`src/rtl/blend_pkg.sv`:
```
// Shared definitions for the alpha-blend multiplier scheduler: FSM state
// encoding, blend constants and the rounding/saturation helper.
package blend_pkg;

  typedef enum logic [2:0] {
    S_IDLE  = 3'd0,
    S_READ  = 3'd1,
    S_MUL_A = 3'd2,
    S_MUL_B = 3'd3,
    S_OUT   = 3'd4,
    S_DONE  = 3'd5
  } state_t;

  localparam logic [7:0]  ALPHA_MAX = 8'd255;
  localparam logic [16:0] RND_OFS   = 17'd128;

  // Round the 17-bit weighted sum to an 8-bit pixel, saturating at 255.
  // The +128 is done one bit wider so that a worst-case overshoot from an
  // approximate multiplier (sum near 2^17) saturates instead of wrapping.
  function automatic logic [7:0] blend_round(input logic [16:0] sum17);
    logic [17:0] rnd;
    rnd = {1'b0, sum17} + {1'b0, RND_OFS};
    return (rnd[17:16] != 2'b00) ? ALPHA_MAX : rnd[15:8];
  endfunction

endpackage

```
`src/rtl/blend_mult_sched.sv`:
```
// blend_mult_sched: walks a frame of pixel pairs through one shared external
// 8x8 multiplier, producing out = round((a*alpha + b*(255-alpha)) / 256).
// Four cycles per pixel: READ, MUL_A, MUL_B, OUT (OUT stalls on out_ready).
//
// Ports:
//   clk, rst_n          clock, asynchronous active-low reset
//   start, abort, alpha frame control; alpha sampled on an accepted start
//   busy, done          frame status; done is a one-cycle pulse
//   rd_en, rd_addr      pixel memory read; rd_pix_a/rd_pix_b valid next cycle
//   mul_a, mul_b, mul_r external multiplier (mul_r combinational)
//   out_valid/out_ready result handshake with out_pix, out_addr
module blend_mult_sched
  import blend_pkg::*;
#(
  parameter int ADDR_W  = 18,
  parameter int NUM_PIX = 262144
) (
  input  logic              clk,
  input  logic              rst_n,
  input  logic              start,
  input  logic              abort,
  input  logic [7:0]        alpha,
  output logic              busy,
  output logic              done,
  output logic              rd_en,
  output logic [ADDR_W-1:0] rd_addr,
  input  logic [7:0]        rd_pix_a,
  input  logic [7:0]        rd_pix_b,
  output logic [7:0]        mul_a,
  output logic [7:0]        mul_b,
  input  logic [15:0]       mul_r,
  output logic              out_valid,
  input  logic              out_ready,
  output logic [7:0]        out_pix,
  output logic [ADDR_W-1:0] out_addr
);

  localparam logic [ADDR_W-1:0] LAST_ADDR = ADDR_W'(NUM_PIX - 1);

  state_t            state_q, state_d;
  logic [ADDR_W-1:0] addr_q;
  logic [7:0]        alpha_q;
  logic [7:0]        pix_b_q;
  logic [15:0]       p1_q;
  logic [16:0]       sum_q;
  logic              last;
  logic              accept_start;

  assign last         = (addr_q == LAST_ADDR);
  assign accept_start = (state_q == S_IDLE) && start && !abort;

  always_comb begin
    state_d   = state_q;
    busy      = 1'b0;
    done      = 1'b0;
    rd_en     = 1'b0;
    rd_addr   = '0;
    mul_a     = '0;
    mul_b     = '0;
    out_valid = 1'b0;
    out_pix   = '0;
    out_addr  = '0;
    case (state_q)
      S_IDLE: if (accept_start) state_d = S_READ;
      S_READ: begin
        busy    = 1'b1;
        rd_en   = 1'b1;
        rd_addr = addr_q;
        state_d = S_MUL_A;
      end
      S_MUL_A: begin
        busy    = 1'b1;
        mul_a   = rd_pix_a;
        mul_b   = alpha_q;
        state_d = S_MUL_B;
      end
      S_MUL_B: begin
        busy    = 1'b1;
        mul_a   = pix_b_q;
        mul_b   = ALPHA_MAX - alpha_q;
        state_d = S_OUT;
      end
      S_OUT: begin
        busy      = 1'b1;
        out_valid = 1'b1;
        out_addr  = addr_q;
        out_pix   = blend_round(sum_q);
        if (out_ready) state_d = last ? S_DONE : S_READ;
      end
      S_DONE: begin
        done    = 1'b1;
        state_d = S_IDLE;
      end
      default: state_d = S_IDLE;
    endcase
    // abort wins over everything, including the OUT handshake
    if (abort && state_q != S_IDLE) state_d = S_IDLE;
  end

  always_ff @(posedge clk or negedge rst_n) begin
    if (!rst_n) begin
      state_q <= S_IDLE;
      addr_q  <= '0;
      alpha_q <= '0;
      pix_b_q <= '0;
      p1_q    <= '0;
      sum_q   <= '0;
    end else begin
      state_q <= state_d;
      if (accept_start) begin
        alpha_q <= alpha;
        addr_q  <= '0;
      end
      if (state_q == S_MUL_A) begin
        pix_b_q <= rd_pix_b;
        p1_q    <= mul_r;
      end
      if (state_q == S_MUL_B) sum_q <= {1'b0, p1_q} + {1'b0, mul_r};
      // counter stops at the last pixel; an aborted pixel is not advanced past
      if (state_q == S_OUT && out_ready && !abort && !last) addr_q <= addr_q + 1'b1;
    end
  end

endmodule
```
`config.mk`:
```
export PLATFORM = sky130hd
export DESIGN_NAME = blend_mult_sched
export DESIGN_NICKNAME = d
export VERILOG_FILES = /design/src/rtl/blend_pkg.sv /design/src/rtl/blend_mult_sched.sv
export SDC_FILE = /design/constraint.sdc
export NUM_CORES = 1
export LEC_CHECK = 0
export BUFFER_PORTS_ARGS = -buffer_cell sky130_fd_sc_hd__buf_2
export CAP_MARGIN = 20
export CELL_PAD_IN_SITES_DETAIL_PLACEMENT = 1
export CELL_PAD_IN_SITES_GLOBAL_PLACEMENT = 2
export CORE_ASPECT_RATIO = 0.75
export CORE_UTILIZATION = 34
export CTS_CLUSTER_SIZE = 25
export DETAILED_ROUTE_END_ITERATION = 6
export PLACE_DENSITY_LB_ADDON = 0.1
export SETUP_SLACK_MARGIN = 0.15
export SYNTH_ARGS = -nofsm -noshare
export SYNTH_HDL_FRONTEND = slang
export SYNTH_SLANG_ARGS = --single-unit
```
`constraint.sdc`:
```
create_clock -name clk -period 6.3 [get_ports clk]
set_clock_uncertainty 0.15 [all_clocks]
set_input_delay 0.63 -clock clk [delete_from_list [all_inputs] [get_ports clk]]
set_output_delay 0.63 -clock clk [all_outputs]
set_load 0.005 [all_outputs]
```
==> out/qor.txt <==
Global-route wire length before repair: 20.09 mm
Max stage delay on crit path: 1.02 ns
WL per Instance: 16.60 um
# clock sinks: 63
RSZ-0062 raised after global routing: no
Post-synth EDFFs: 0
Die ar.: 12,460 sq um
Pin count of the biggest net entering global routing: 64
Area grow syn2layout: 23.59%
Normalized max-slew margin: 30.97%
Syn Nets: 523
Peak fanout along the critical path: 22
Met3 Usage GRT: 4.923%
CTS Buf Count: 9
Vias: 3,833
Site Rows: 34
Hold Slack: 0.3062 ns
Hold Crit Class: in2async
Final GP Congestion: 0.7886
Share of cells above drive strength 1: 29.10%
Root buffer cell: clkbuf_16
Final min period: 3.205 ns
Critical Path End Type: primary output
Max frequency: 312.1 MHz
Syn Inst Count: 461
Pre-CTS setup slack: 3.398 ns
Syn Std Cell Area: 4084 sq um
Top_reg_cell synth: dfrtp_1
Final Max Tran Viols: 0
Max cap viols: 0
Slowest cell on the critical path: dfrtp_1
Commonest non-fill, non-tap cells in the layout: buf_2 (108), dfrtp_1 (63), nand2_1 (54), nor2_1 (39), a21oi_1 (32)
PD cells: 333.3 nW/um^2
Vias per std cell: 5.258
Tot GR Track Use: 20.38%
Final setup vio count: 0
Most common cell after layout, fill and taps aside: buf_2
Storage element area: 1577 sq um
Core Region: 11,660 sq um
Async SR Flop Fraction: 100.0%
Drt initial violations: 146
Clk_lat worst skew: 0.32 ns
Leakage power total: 2.455 nW
Longest Clk Path Bufs: 2
Post-CTS setup buffer count: 0
Fin. Hold Viols: 0
Register area share after synthesis: 38.60%
Die height: 96.92 um
Initial Util: 35.04%
Vias in the first global route: 3,817
# nets final: 624
TritonCTS clock tree: built
Met1 usage: 30.26%
Hold buffers post-CTS: 0
N_diodes: 0
WS Path Type: reg2out
Antenna violations before repair: 0
Synth cell types: 54
Crit path required time: 5.52 ns
Final wirelength: 12.10 mm
Worst-path cell chain: inv_1 > nor3_1 > buf_4 > and2_1 > buf_2
Fillers: 1,428
Resized Gates After CTS: 0
Final setup margin: 3.096 ns
IO Port Bufs: 108
Outcome: complete, no violations
VDD IR max: 0.1337 mV
Synthesis warning total: 0
CP Data Arrival Time: 2.42 ns
Worst-path clk slew: 0.05 ns
IO Pins: 109
DP HPWL: 8.907 mm
Worst Max-Slew Pin Slew: 1.035 ns
Worst setup SP type: flip-flop
Total negative slack: 0 ns
Crit share post-route: 50.87%
Synthesized area per cell: 8.859 sq um
Register bit total from synthesis: 63
Most used routing layer: met1
DRC errors left: 0
Die Span X: 128.6 um
Area of the multi-input gates: 2367 sq um
Grt ovf: 0
Met2 usage: 29.56%
Antenna viol nets, final: 0
CTS H-tree depth: 3
1st-pass router iterations: 4
## per-stage QoR
step,cell area (sq um),std cells,total power [mW],utilization (%)
after floorplan,4084,461,1.041,-
after global placement,4770,713,1.200,40.92
after detailed placement,4770,713,1.224,40.92
after CTS,5047,729,1.699,43.30
after global routing,5047,729,1.810,43.30
final,5047,729,1.682,43.30
## logic make-up after synthesis
kind of cell    count (synthesis)  synth area share (%)
compound gates                 98                 15.41
xor+xnor                       17                 3.646
fa+ha+maj                      17                 5.208
buf+inv                        34                 3.646
flops                          63                 38.60
mux                            33                 8.824
simple gates                  199                 24.66
## where the power goes
group          internal [mW]  switching [mW]
combinational          0.264           0.323
clock                  0.287           0.176
sequential             0.528           0.104
## worst max-delay path: cells and delay by family, from the launching register on
family                 cells  cell delay (ns)
and+or+nand+nor            2             0.45
DFF                        1             1.02
buffers and inverters      3             0.63
## synthesized netlist by cell type, types with 2 or more instances
| cell type | number | area (sq um) |
|---|---|---|
| nand2_1 | 54 | 202.7 |
| mux2i_1 | 9 | 90.09 |
| ha_1 | 17 | 212.7 |
| and2_1 | 18 | 112.6 |
| o31ai_1 | 5 | 37.54 |
| a22o_1 | 2 | 17.52 |
| a31oi_1 | 16 | 100.1 |
| nor2_1 | 40 | 150.1 |
| buf_1 | 3 | 11.26 |
| a21o_1 | 5 | 37.54 |
| nand2b_1 | 5 | 31.28 |
| or2_2 | 3 | 18.77 |
| a21oi_1 | 32 | 160.2 |
| nand3_1 | 21 | 105.1 |
| inv_1 | 9 | 33.78 |
| xor2_1 | 7 | 61.31 |
| nor3_1 | 7 | 35.03 |
| mux2_2 | 24 | 270.3 |
| a41oi_1 | 3 | 26.28 |
| a2111oi_0 | 2 | 17.52 |
| clkbuf_1 | 11 | 41.29 |
| dfrtp_1 | 63 | 1577 |
| o21ai_0 | 13 | 65.06 |
| nor4_1 | 5 | 31.28 |
| nand4_1 | 7 | 43.79 |
| or3_1 | 3 | 18.77 |
| a211o_1 | 2 | 17.52 |
| and3_1 | 22 | 137.6 |
| nand3b_1 | 3 | 22.52 |
| or4_1 | 2 | 15.01 |
| o2111ai_1 | 5 | 43.79 |
| o31a_1 | 3 | 26.28 |
| o21a_1 | 3 | 22.52 |
| xnor2_1 | 10 | 87.58 |
| buf_2 | 8 | 40.04 |
## sequential cells by signal (all words and copies together), names as in the netlist
name,cells
alpha_q,8
sum_q,10
state_q,3
p1_q,16
pix_b_q,8
addr_q,18
## per-layer routing
metal | share of wire, % | vias to the layer above
met3 | 5.0 | 7
li1 | - | 1875
met1 | 53 | 1852
met2 | 41 | 99
met4 | 0.61 | 0
met5 | 0 | -
## path summary, 6_finish.rpt
check / cells past startpoint / slack [ns] / endpoint / start
min in group clk: 3 / 0.35 / alpha_q[7]$_DFFE_PN0P_ / alpha[7]
max in group asynchronous: 2 / 5.06 / alpha_q[0]$_DFFE_PN0P_ / rst_n
min reg2reg: 2 / 0.36 / alpha_q[3]$_DFFE_PN0P_ / alpha_q[3]$_DFFE_PN0P_
max reg2reg: 6 / 3.42 / addr_q[4]$_DFFE_PN0P_ / state_q[0]$_DFFE_PN0P_
max: 5 / 3.10 / rd_addr[8] / state_q[0]$_DFFE_PN0P_
min: 2 / 0.31 / addr_q[11]$_DFFE_PN0P_ / rst_n
## layout make-up
class                      count  share of cell area, %
inverter                      10                 0.7437
clock buffer                  13                  5.156
clock inverter                 3                 0.3471
timing repair buffer         114                  11.60
sequential                    63                  31.23
multi-input combinational    364                  46.90
tap                          162                  4.016
(Power assumes the default switching activity.)
